$ cat src/rtl/ram_arbiter_if.sv
// Bundles the two requester ports and the RAM port.
// slave = arbiter side; master = requesters plus RAM model.
interface ram_arbiter_if #(
    parameter int ADDR_W = 8,
    parameter int DATA_W = 8
);
    logic              a_req, a_we, a_lock;
    logic [ADDR_W-1:0] a_addr;
    logic [DATA_W-1:0] a_wdata;
    logic              a_gnt, a_rvalid;
    logic [DATA_W-1:0] a_rdata;

    logic              b_req, b_we, b_lock;
    logic [ADDR_W-1:0] b_addr;
    logic [DATA_W-1:0] b_wdata;
    logic              b_gnt, b_rvalid;
    logic [DATA_W-1:0] b_rdata;

    logic              ram_we, ram_re;
    logic [ADDR_W-1:0] ram_waddr, ram_raddr;
    logic [DATA_W-1:0] ram_wdata, ram_rdata;

    modport slave (
        input  a_req, a_we, a_lock, a_addr, a_wdata,
        input  b_req, b_we, b_lock, b_addr, b_wdata,
        input  ram_rdata,
        output a_gnt, a_rvalid, a_rdata,
        output b_gnt, b_rvalid, b_rdata,
        output ram_we, ram_waddr, ram_wdata, ram_re, ram_raddr
    );

    modport master (
        output a_req, a_we, a_lock, a_addr, a_wdata,
        output b_req, b_we, b_lock, b_addr, b_wdata,
        output ram_rdata,
        input  a_gnt, a_rvalid, a_rdata,
        input  b_gnt, b_rvalid, b_rdata,
        input  ram_we, ram_waddr, ram_wdata, ram_re, ram_raddr
    );
endinterface

$ cat src/rtl/ram_arbiter.sv
// Round-robin arbiter sharing one RAM between fetch (A) and load/store (B).
// Zero-latency grant, bounded locked bursts, read data routed by a
// one-cycle valid pipe that tracks the 1-cycle RAM read latency.
module ram_arbiter #(
    parameter int ADDR_W   = 8,
    parameter int DATA_W   = 8,
    parameter int LOCK_MAX = 4
) (
    input  logic          clk,
    input  logic          rst,
    ram_arbiter_if.slave  arb
);
    localparam int CNT_W = $clog2(LOCK_MAX) + 1;

    // Lock state folds lock_active and lock_owner into one encoding.
    typedef enum logic [1:0] {ST_FREE, ST_LOCK_A, ST_LOCK_B} lock_st_t;

    lock_st_t          r_state, w_state_nxt;
    logic [CNT_W-1:0]  r_lock_cnt, w_cnt_nxt, w_cnt_inc;
    logic              r_rr_ptr;
    logic              r_rv_a, r_rv_b;

    logic              w_gnt_a, w_gnt_b, w_any;
    logic              w_we, w_lock;
    logic [ADDR_W-1:0] w_addr;
    logic [DATA_W-1:0] w_wdata;

    // Grant decision: lock owner first, then a lone requester, then rr_ptr.
    always_comb begin
        w_gnt_a = 1'b0;
        w_gnt_b = 1'b0;
        if (!rst) begin
            if (r_state == ST_LOCK_A && arb.a_req)      w_gnt_a = 1'b1;
            else if (r_state == ST_LOCK_B && arb.b_req) w_gnt_b = 1'b1;
            else if (arb.a_req && arb.b_req) begin
                if (r_rr_ptr) w_gnt_b = 1'b1;
                else          w_gnt_a = 1'b1;
            end
            else if (arb.a_req) w_gnt_a = 1'b1;
            else if (arb.b_req) w_gnt_b = 1'b1;
        end
    end

    assign w_any   = w_gnt_a | w_gnt_b;
    assign w_we    = w_gnt_a ? arb.a_we   : (w_gnt_b & arb.b_we);
    assign w_lock  = w_gnt_a ? arb.a_lock : (w_gnt_b & arb.b_lock);
    assign w_addr  = w_gnt_a ? arb.a_addr  : (w_gnt_b ? arb.b_addr  : '0);
    assign w_wdata = w_gnt_a ? arb.a_wdata : (w_gnt_b ? arb.b_wdata : '0);

    // A locked grant continues the count only if the same port already holds the lock.
    assign w_cnt_inc = ((r_state == ST_LOCK_A && w_gnt_a) || (r_state == ST_LOCK_B && w_gnt_b))
                       ? r_lock_cnt + CNT_W'(1) : CNT_W'(1);

    // Next lock state: any unlocked grant, idle cycle or reaching the bound frees it.
    always_comb begin
        w_state_nxt = ST_FREE;
        w_cnt_nxt   = '0;
        if (w_any && w_lock && (w_cnt_inc < CNT_W'(LOCK_MAX))) begin
            w_state_nxt = w_gnt_b ? ST_LOCK_B : ST_LOCK_A;
            w_cnt_nxt   = w_cnt_inc;
        end
    end

    // Lock state, round-robin pointer and read-valid pipe.
    always_ff @(posedge clk) begin
        if (rst) begin
            r_state    <= ST_FREE;
            r_lock_cnt <= '0;
            r_rr_ptr   <= 1'b0;
            r_rv_a     <= 1'b0;
            r_rv_b     <= 1'b0;
        end else begin
            r_state    <= w_state_nxt;
            r_lock_cnt <= w_cnt_nxt;
            if (w_any) r_rr_ptr <= w_gnt_a;
            r_rv_a     <= w_gnt_a & ~arb.a_we;
            r_rv_b     <= w_gnt_b & ~arb.b_we;
        end
    end

    assign arb.a_gnt     = w_gnt_a;
    assign arb.b_gnt     = w_gnt_b;
    assign arb.a_rvalid  = r_rv_a;
    assign arb.b_rvalid  = r_rv_b;
    assign arb.a_rdata   = arb.ram_rdata;
    assign arb.b_rdata   = arb.ram_rdata;

    assign arb.ram_we    = w_any & w_we;
    assign arb.ram_re    = w_any & ~w_we;
    assign arb.ram_waddr = w_addr;
    assign arb.ram_raddr = w_addr;
    assign arb.ram_wdata = w_wdata;
endmodule

$ cat src/flat_wrapper.sv
// flat-port wrapper written by rule: the top's interface ports become plain ports
module ram_arbiter_flat 
#(
    parameter int ADDR_W   = 8,
    parameter int DATA_W   = 8,
    parameter int LOCK_MAX = 4
)
  (clk, rst, arb_a_req, arb_a_we, arb_a_lock, arb_a_addr, arb_a_wdata, arb_b_req, arb_b_we, arb_b_lock, arb_b_addr, arb_b_wdata, arb_ram_rdata, arb_a_gnt, arb_a_rvalid, arb_a_rdata, arb_b_gnt, arb_b_rvalid, arb_b_rdata, arb_ram_we, arb_ram_waddr, arb_ram_wdata, arb_ram_re, arb_ram_raddr);
  ram_arbiter_if #(.ADDR_W(ADDR_W), .DATA_W(DATA_W)) arb_i ();
  input  logic clk;
  input  logic rst;
  input wire logic [$bits(arb_i.a_req)-1:0] arb_a_req;
  input wire logic [$bits(arb_i.a_we)-1:0] arb_a_we;
  input wire logic [$bits(arb_i.a_lock)-1:0] arb_a_lock;
  input wire logic [$bits(arb_i.a_addr)-1:0] arb_a_addr;
  input wire logic [$bits(arb_i.a_wdata)-1:0] arb_a_wdata;
  input wire logic [$bits(arb_i.b_req)-1:0] arb_b_req;
  input wire logic [$bits(arb_i.b_we)-1:0] arb_b_we;
  input wire logic [$bits(arb_i.b_lock)-1:0] arb_b_lock;
  input wire logic [$bits(arb_i.b_addr)-1:0] arb_b_addr;
  input wire logic [$bits(arb_i.b_wdata)-1:0] arb_b_wdata;
  input wire logic [$bits(arb_i.ram_rdata)-1:0] arb_ram_rdata;
  output wire logic [$bits(arb_i.a_gnt)-1:0] arb_a_gnt;
  output wire logic [$bits(arb_i.a_rvalid)-1:0] arb_a_rvalid;
  output wire logic [$bits(arb_i.a_rdata)-1:0] arb_a_rdata;
  output wire logic [$bits(arb_i.b_gnt)-1:0] arb_b_gnt;
  output wire logic [$bits(arb_i.b_rvalid)-1:0] arb_b_rvalid;
  output wire logic [$bits(arb_i.b_rdata)-1:0] arb_b_rdata;
  output wire logic [$bits(arb_i.ram_we)-1:0] arb_ram_we;
  output wire logic [$bits(arb_i.ram_waddr)-1:0] arb_ram_waddr;
  output wire logic [$bits(arb_i.ram_wdata)-1:0] arb_ram_wdata;
  output wire logic [$bits(arb_i.ram_re)-1:0] arb_ram_re;
  output wire logic [$bits(arb_i.ram_raddr)-1:0] arb_ram_raddr;
  assign arb_i.a_req = arb_a_req;
  assign arb_i.a_we = arb_a_we;
  assign arb_i.a_lock = arb_a_lock;
  assign arb_i.a_addr = arb_a_addr;
  assign arb_i.a_wdata = arb_a_wdata;
  assign arb_i.b_req = arb_b_req;
  assign arb_i.b_we = arb_b_we;
  assign arb_i.b_lock = arb_b_lock;
  assign arb_i.b_addr = arb_b_addr;
  assign arb_i.b_wdata = arb_b_wdata;
  assign arb_i.ram_rdata = arb_ram_rdata;
  assign arb_a_gnt = arb_i.a_gnt;
  assign arb_a_rvalid = arb_i.a_rvalid;
  assign arb_a_rdata = arb_i.a_rdata;
  assign arb_b_gnt = arb_i.b_gnt;
  assign arb_b_rvalid = arb_i.b_rvalid;
  assign arb_b_rdata = arb_i.b_rdata;
  assign arb_ram_we = arb_i.ram_we;
  assign arb_ram_waddr = arb_i.ram_waddr;
  assign arb_ram_wdata = arb_i.ram_wdata;
  assign arb_ram_re = arb_i.ram_re;
  assign arb_ram_raddr = arb_i.ram_raddr;
  ram_arbiter #(.ADDR_W(ADDR_W), .DATA_W(DATA_W), .LOCK_MAX(LOCK_MAX)) u_core (.clk(clk), .rst(rst), .arb(arb_i));
endmodule
$ cat config.mk
export PLATFORM = sky130hd
export DESIGN_NAME = ram_arbiter_flat
export DESIGN_NICKNAME = d
export VERILOG_FILES = /design/src/rtl/ram_arbiter_if.sv /design/src/rtl/ram_arbiter.sv /design/src/flat_wrapper.sv
export SDC_FILE = /design/constraint.sdc
export NUM_CORES = 1
export LEC_CHECK = 0
export CAP_MARGIN = 25
export CORE_AREA = 4 4 73 48
export DETAILED_ROUTE_END_ITERATION = 7
export DIE_AREA = 0 0 77 52
export PLACE_DENSITY_LB_ADDON = 0.2
export SYNTH_ARGS = -nofsm -noshare
export SYNTH_HDL_FRONTEND = slang
export SYNTH_SLANG_ARGS = --single-unit
$ cat constraint.sdc
create_clock -name clk -period 3.9 [get_ports clk]
set_input_delay 0.39 -clock clk [delete_from_list [all_inputs] [get_ports clk]]
set_output_delay 0.39 -clock clk [all_outputs]
set_load 0.02 [all_outputs]
==> metrics, run 1 <==
status finished clean; Max Cap Viol 0; pin slew with the least headroom to its limit roughly 0.67 ns; total number of vias 825; unrepaired setup endpoints after global routing no; Ys Warns 0; Max stage delay on crit path approximately 0.67 ns; Hold Crit Class reg -> reg; reg2reg path depth 3; Die Wd 77 um; Ports 94; ys async rst share 0; synth top area cells buf_4, dfxtp_1, a22o_1; FILL cells between 200 and 300; crit path cell chain clkdlybuf4s50_1 -> nand3b_1 -> o2111a_1 -> a22o_1 -> clkdlybuf4s50_1; H-tree lvl count 1; WS Path Type in -> out; slowest CP cell o2111a_1; CTS tree built; drt drc 0; Iter 0 DRT Violations 20; Final ANT Viol Nets 0; top-area cell type share of the netlist area 0.2275; CP Launch Type input pin; Hold Fails Final Rpt 0; Total Power 349.5 uW; gr ovfl total 0; crit path from arb_a_req; core area about 2800 sq um; setup TNS 0 ns; Worst EP required ~3.5 ns; final clock skew 0.003445 ns; Worst VDD drop 0.0001635 V; CTS Buffer Depth 2; CTS clk-pin slew, worst paths 0.04 ns; GRT met3 Usage 0.04498; Final setup viols 0; critical path endpoint arb_ram_raddr[5]; prevailing post-synth register cell dfxtp_1; clk sinks 8; TritonRoute pass-1 iters 5; I/O Buffers 69; Final nets 186; WL per Instance around 15 um; total CTS buffers 3; Netlist cell types 30; Setup Buffers After CTS 0; Die H 52 um; worst r2r dst u_core.r_rr_ptr; Synth area leader buf_4; cell mode on critical path clkdlybuf4s50_1; PwrDens 256.5 nW/um^2; Post-Route WL 2.535 mm; final std cells w/o fill 169; first-pass GRT wire length 3.843 mm; post-DP HPWL 2.016 mm; largest net degree at the start of global routing 22; Rel. slew slack 0.5532; pre-CTS setup slack between 0.8 and 0.9 ns; post-CTS sizing 0; endpoint class of the critical path output pin; fin worst setup slack 0.8692 ns; Clock Latency Late Sink approximately 0.23 ns; achievable frequency between 0.3 and 0.4 GHz; Min Clock Period, post-route 3.031 ns; placed insts 166; Syn Area/Cell 8.800 sq um; routability congestion estimate between 0.7 and 0.8; met1 usage 0.1358; Final Max Slew Viols 0; met2 Resource Use GR 0.2182; syn nets about 140; Antenna Cells 0; hold_buf cts 0; Die ar. ~4000 sq um; Tot GR Track Use 0.1204; Via density 4.882; Area after DPL 1321 sq um; Post-synth EDFFs 0; Worst EP arrival 2.64 ns; Mapped Area 792.0 sq um; Cells after Synth 90; crit share post-route 0.7771; synthesized flop and latch total 8; vias in the first global route 789; internal reg-to-reg setup slack 2.33 ns; worst r2r src u_core.r_state[1]; synthesis-to-layout area growth 72.04%; Static Leak 0.5198 nW; Post-synth top cells buf_4, a22o_1, dfxtp_1; register area share after synthesis 0.2022; Worst Path Max Fanout 20; clock root buffer clkbuf_8; count leader, synth buf_4; layout cell share with drive strength beyond 1 0.05185; FP Rows 15; fin area 1363 sq um; gr busiest metal met2; starting density of the core 0.2832; initial antenna violation count 0
==> metrics by stage <==
step / hold WS, ns / util
after detailed placement: 0.4625 / 0.4725
final: 0.4628 / 0.4872
after CTS: 0.4666 / 0.4872
after global placement: 0.4625 / 0.4725
after floorplan: 0.4351 / -
after global routing: 0.5070 / 0.4872
==> worst min path at each step <==
stage,endpoint,slack [ns],cells after the start,start
after floorplan,u_core.r_rr_ptr,0.44,2,u_core.r_rr_ptr
after global placement,u_core.r_rr_ptr,0.46,2,u_core.r_rr_ptr
after CTS,u_core.r_rr_ptr,0.47,2,u_core.r_rr_ptr
final,u_core.r_rr_ptr,0.46,2,u_core.r_rr_ptr
after global routing,u_core.r_rr_ptr,0.51,2,u_core.r_rr_ptr
after detailed placement,u_core.r_rr_ptr,0.46,2,u_core.r_rr_ptr
==> worst max-delay path: cells and delay by family <==
family,cells,cell delay [ns]
AO/OA/AOI/OAI,2,0.93
buffers and inverters,2,1.08
AND/OR/NAND/NOR,1,0.23
==> logic make-up after synthesis <==
kind of cell	after synthesis	synth area share
AO/OA/AOI/OAI	30	0.3491
XOR/XNOR	1	0.01106
adder cells (fa/ha/maj)	1	0.01580
buffers and inverters	34	0.2954
flip-flops	8	0.2022
other	1	0.004735
AND/OR/NAND/NOR	15	0.1216
==> flip-flops by register name, indices dropped and copies added (netlist names) <==
register / cells
u_core.r_state: 2
u_core.r_lock_cnt: 3
u_core.arb.a_rvalid: 1
u_core.r_rr_ptr: 1
u_core.arb.b_rvalid: 1
==> cells in the final DEF (no fill, tap or decap) <==
master	count
clkdlybuf4s50_1	69
a22o_1	18
dfxtp_1	8
inv_1	6
nand3b_1	3
nand2_1	3
clkbuf_8	3
nand2b_1	2
and2_1	2
a211oi_1	2
and3b_4	1
a2111oi_4	1
and2b_1	1
o2111a_1	1
o21ai_0	1
nor3_1	1
o21bai_1	1
a211o_1	1
and3b_1	1
o211ai_1	1
a21o_1	1
xnor2_1	1
a2111oi_2	1
nor2_1	1
a221oi_1	1
a21oi_1	1
ha_1	1
buf_4	1
conb_1	1
==> where the power goes <==
| part | internal [mW] | total (mW) | switching (mW) |
|---|---|---|---|
| Clock | 0.0671 | 0.102 | 0.0345 |
| Sequential | 0.0866 | 0.0893 | 0.00271 |
| Combinational | 0.0903 | 0.159 | 0.0683 |
| Total | 0.244 | 0.349 | 0.105 |
==> layout make-up <==
cell class                      count  area [sq um]  area share
Clock buffer                        3         41.29     0.03030
Inverter                            6         22.52     0.01653
Multi-Input combinational cell     48         397.9      0.2920
Sequential cell                     8         160.2      0.1175
Tap cell                           34         42.54     0.03122
Timing Repair Buffer               70         698.2      0.5124
==> layer usage <==
layer	share of wire	wire, um
met1	0.39	981
met2	0.52	1322
met3	0.085	216
met4	0.0055	14
met5	0	0
No activity file was read; power rests on OpenSTA's default activity.
==> run 2, diff against run 1 <==
- CORE_AREA: 4 4 73 48 -> 4 4 75 49
- DIE_AREA: 0 0 77 52 -> 0 0 79 53
- clock period: 3.9 -> 2.95 ns (I/O delays scaled with it)
==> metrics, run 2 (synthesis results as in run 1) <==
status finished clean; pre-CTS setup slack 0.1786 ns; Worst VDD drop 0.0001295 V; Antenna Cells 0; WS Path Type in -> out; fin area 1396 sq um; total number of vias 826; endpoint class of the critical path output pin; drt drc 0; post-CTS sizing 0; Die ar. 4187 sq um; FP Rows 16; largest net degree at the start of global routing 22; vias in the first global route 815; Tot GR Track Use 0.1185; Regs by FF count u_core.r_lock_cnt x3, u_core.r_state x2; Hold Fails Final Rpt 0; hold_ws 0.4777 ns; Clk pwr share 0.283; Clock Latency Late Sink 0.23 ns; most frequent cells in the layout clkdlybuf4s50_1, a22o_1, dfxtp_1; area of the multi-input gates a little under 400 sq um; cell mode on critical path clkdlybuf4s50_1; PwrDens around 330 nW/um^2; starting density of the core 0.2569; post-DP HPWL approximately 2.2 mm; CTS Buffer Depth 2; CTS tree built; reg2reg path depth 4; first-pass GRT wire length 3.801 mm; achievable frequency 0.3600 GHz; Final Max Slew Viols 0; CP Launch Type input pin; P_sw 139.1 uW; Static Leak 0.5285 nW; I/O Buffers 69; setup TNS 0 ns; layout cell share with drive strength beyond 1 0.05882; final clock skew 0.007403 ns; total CTS buffers 3; crit path cell chain clkdlybuf4s50_1 -> and2_1 -> a2111oi_4 -> buf_12 -> a22o_1 -> clkdlybuf4s50_1; Hold EP u_core.r_rr_ptr; Die H 53 um; worst r2r src u_core.r_state[0]; commonest non-fill, non-tap cell in the layout clkdlybuf4s50_1; unrepaired setup endpoints after global routing no; Max Cap Viol 0; routability congestion estimate 0.8263; clk sinks 8; H-tree lvl count 1; crit share post-route 0.9416; Comb power frac 0.462; Hold Crit Class reg -> reg; clock root buffer clkbuf_8; fin worst setup slack 0.1722 ns; TritonRoute pass-1 iters 4; FF/Latch Area around 160 sq um; Worst EP required between 2 and 3 ns; FILL cells 321; WL per Instance 14.81 um; WP buf/inv 3; Die Wd 79 um; core area 3083 sq um; Reg with most FFs u_core.r_lock_cnt; Pint 325.7 uW; Seq pwr share 0.255; Worst EP arrival 2.48 ns; hold_sp u_core.r_rr_ptr; internal reg-to-reg setup slack 1.54 ns; Total Power 464.9 uW; Via density roughly 4.6; CP top delay family buffers and inverters; worst r2r dst u_core.r_rr_ptr; Post-Route WL 2.681 mm; Setup Buffers After CTS 0; Worst Path Max Fanout 21; Min Clock Period, post-route 2.778 ns; gr ovfl total 0; Final nets ~190; hold path depth 2; Area after DPL 1355 sq um; initial antenna violation count 0; Largest register FFs 3; number of cells on the critical path 6; synthesis-to-layout area growth 76.30%; Max stage delay on crit path 0.61 ns; slowest CP cell clkdlybuf4s50_1; Iter 0 DRT Violations 46; Ports 94; Sw Share 0.2993; hold_buf cts 0; CTS clk-pin slew, worst paths roughly 0.040 ns; Final setup viols 0; Final ANT Viol Nets 0
-- run 2: cell count changes in the layout (fill, tap and decap cells not counted), sizes merged --
cell	previous run	this run
buf	1	2
-- run 2: worst register-to-register path, cell delays in order, from the launching register on --
cell and delay, ns:
dfxtp_1 0.40, and3b_4 0.24, a2111oi_4 0.38, buf_12 0.20, o21bai_1 0.11
-- run 2: how the worst max path moves through the flow --
stage / from / to / slack, ns
3_3_place_gp: arb_b_req / arb_ram_raddr[4] / 0.24
5_1_grt: arb_b_req / arb_ram_raddr[0] / 0.08
6_report: arb_b_req / arb_ram_waddr[4] / 0.17
3_5_place_dp: arb_b_req / arb_ram_raddr[0] / 0.18
4_1_cts: arb_b_req / arb_ram_raddr[0] / 0.17
2_1_floorplan: u_core.r_state[0] / arb_ram_waddr[0] / 1.06
-- run 2: power by group through the flow --
stage | clock (mW) | combinational [mW] | sequential, mW
6_report | 0.132 | 0.215 | 0.119
5_1_grt | 0.145 | 0.227 | 0.119
4_1_cts | 0.132 | 0.217 | 0.118
3_5_place_dp | 0 | 0.216 | 0.120
3_3_place_gp | 0 | 0.212 | 0.120
2_1_floorplan | 0 | 0.134 | 0.120
-- run 2: metrics by stage --
step | std cells | utilization
after floorplan | 90 | -
after global placement | 178 | 0.4395
after detailed placement | 178 | 0.4395
after CTS | 181 | 0.4529
after global routing | 181 | 0.4529
final | 181 | 0.4529
-- run 2: area by class of cell --
type	count	share of cell area
timing repair buffer	71	0.5143
multi-input combinational	48	0.2849
sequential	8	0.1147
tap	45	0.04032
clock buffer	3	0.02957
inverter	6	0.01613
-- run 2: per-layer routing --
layer,share of wire,GRT usage
met1,0.40,0.1247
met2,0.49,0.2081
met3,0.084,0.03571
met4,0.030,0.08000
met5,0,0
==> run 3, diff against run 2 <==
- CORE_AREA: 4 4 75 49 -> 4 4 46 79
- DIE_AREA: 0 0 79 53 -> 0 0 50 83
- SKIP_LAST_GASP: unset -> 1
==> metrics, run 3 (synthesis results as in run 1) <==
status finished clean; Worst VDD drop 0.0001585 V; final clock skew 0.001296 ns; largest net degree at the start of global routing 21; Reg with most FFs u_core.r_lock_cnt; synthesis-to-layout area growth 75.36%; Hold EP u_core.r_rr_ptr; post-DP HPWL 2.159 mm; routability congestion estimate between 0.8 and 0.9; FILL cells about 310; final std cells w/o fill 180; Post-Route WL approximately 2.6 mm; Final nets 188; I/O Buffers 69; total CTS buffers 3; vias in the first global route 946; Iter 0 DRT Violations 8; crit share post-route 0.9227; TritonRoute pass-1 iters 4; Tot GR Track Use 0.1262; hold path depth 2; Setup Buffers After CTS 0; Clock Latency Late Sink 0.22 ns; gr ovfl total 0; drt drc 0; WP buf/inv 3; Die H 83 um; worst r2r src u_core.r_state[0]; Final setup viols 0; Hold Fails Final Rpt 0; WS Path Type in -> out; unrepaired setup endpoints after global routing no; Via density between 4 and 5; hold_buf cts 0; Worst EP required 2.65 ns; slowest CP cell clkdlybuf4s50_1; crit path from arb_b_req; PwrDens 330.6 nW/um^2; FP Rows 27; Min Clock Period, post-route 2.722 ns; achievable frequency 0.3674 GHz; CTS clk-pin slew, worst paths 0.04 ns; most frequent cells in the layout clkdlybuf4s50_1, a22o_1, dfxtp_1; Die Wd 50 um; Final Max Slew Viols 0; Static Leak 0.5303 nW; Worst Path Max Fanout 10; Final ANT Viol Nets 0; CP top delay family buffers and inverters; reg2reg path depth 3; crit path cell chain clkdlybuf4s50_1 -> and2_1 -> a2111oi_4 -> buf_4 -> a22o_1 -> clkdlybuf4s50_1; first-pass GRT wire length approximately 4.2 mm; endpoint class of the critical path output pin; clk sinks 8; Largest register FFs 3; CP Launch Type input pin; hold_sp u_core.r_rr_ptr; commonest non-fill, non-tap cell in the layout clkdlybuf4s50_1; Regs by FF count u_core.r_lock_cnt x3, u_core.r_state x2; CTS Buffer Depth 2; layout cell share with drive strength beyond 1 0.06569; total number of vias 818; CTS tree built; Antenna Cells 0; Hold Crit Class reg -> reg; H-tree lvl count 1; initial antenna violation count 0; Max stage delay on crit path 0.61 ns; worst r2r dst u_core.r_state[1]; WL per Instance 14.24 um; internal reg-to-reg setup slack 1.57 ns; placed insts between 150 and 200; Max Cap Viol 0; setup TNS 0 ns; starting density of the core 0.2576; Ports between 90 and 100; post-CTS sizing 0; cell mode on critical path clkdlybuf4s50_1; clock root buffer clkbuf_8; Worst EP arrival roughly 2.4 ns; Die ar. 4150 sq um; core area 3074 sq um
run 3: changes by cell type in the layout (fill, tap and decap cells not counted):
cell	previous run	this run
buf_12	1	0
buf_4	1	3
run 3: layer usage:
metal  part of all wire  GRT usage  wire length [um]  up-vias
li1                   -          -                 -      398
met1               0.33     0.1048               854      355
met2               0.52     0.2369              1342       54
met3               0.12    0.06463               304       11
met4              0.024    0.05038                61        0
met5                  0          0                 0        -
run 3: per-stage QoR:
step                power [mW]  utilization  cell area (sq um)  hold slack (ns)  worst slack (ns)
finish                  0.4592       0.4518               1389           0.4786            0.2280
global route            0.4843       0.4518               1389           0.5362           0.09729
CTS                     0.4671       0.4518               1389           0.4859            0.2138
detailed placement      0.3341       0.4383               1348           0.4808            0.2210
global placement        0.3330       0.4383               1348           0.4598            0.2731
floorplan               0.2544            -              792.0           0.3743             1.061
run 3: tightest hold or removal path, cell delays in order (launching register included):
cell,delay [ns]
dfxtp_1,0.31
nand2_1,0.07
o21bai_1,0.05
run 3: area by class of cell:
cell class | count | area [sq um] | share of cell area
Tap cell | 43 | 53.80 | 0.03874
Timing Repair Buffer | 72 | 713.2 | 0.5135
Inverter | 6 | 22.52 | 0.01622
Sequential cell | 8 | 160.2 | 0.1153
Clock buffer | 3 | 41.29 | 0.02973
Multi-Input combinational cell | 48 | 397.9 | 0.2865
run 3: how the worst max path moves through the flow:
stage / to / slack, ns / cells after the start
3_5_place_dp: arb_ram_raddr[5] / 0.22 / 6
4_1_cts: arb_ram_waddr[3] / 0.21 / 6
2_1_floorplan: arb_ram_waddr[0] / 1.06 / 5
3_3_place_gp: arb_ram_raddr[0] / 0.27 / 6
5_1_grt: arb_ram_raddr[6] / 0.1 / 6
6_report: arb_ram_raddr[5] / 0.23 / 6
run 3: report_power, final:
group          switching, mW  leakage [nW]  internal (mW)
logic                 0.0915         0.443          0.122
registers            0.00369        0.0658          0.115
clock network         0.0398        0.0216         0.0881
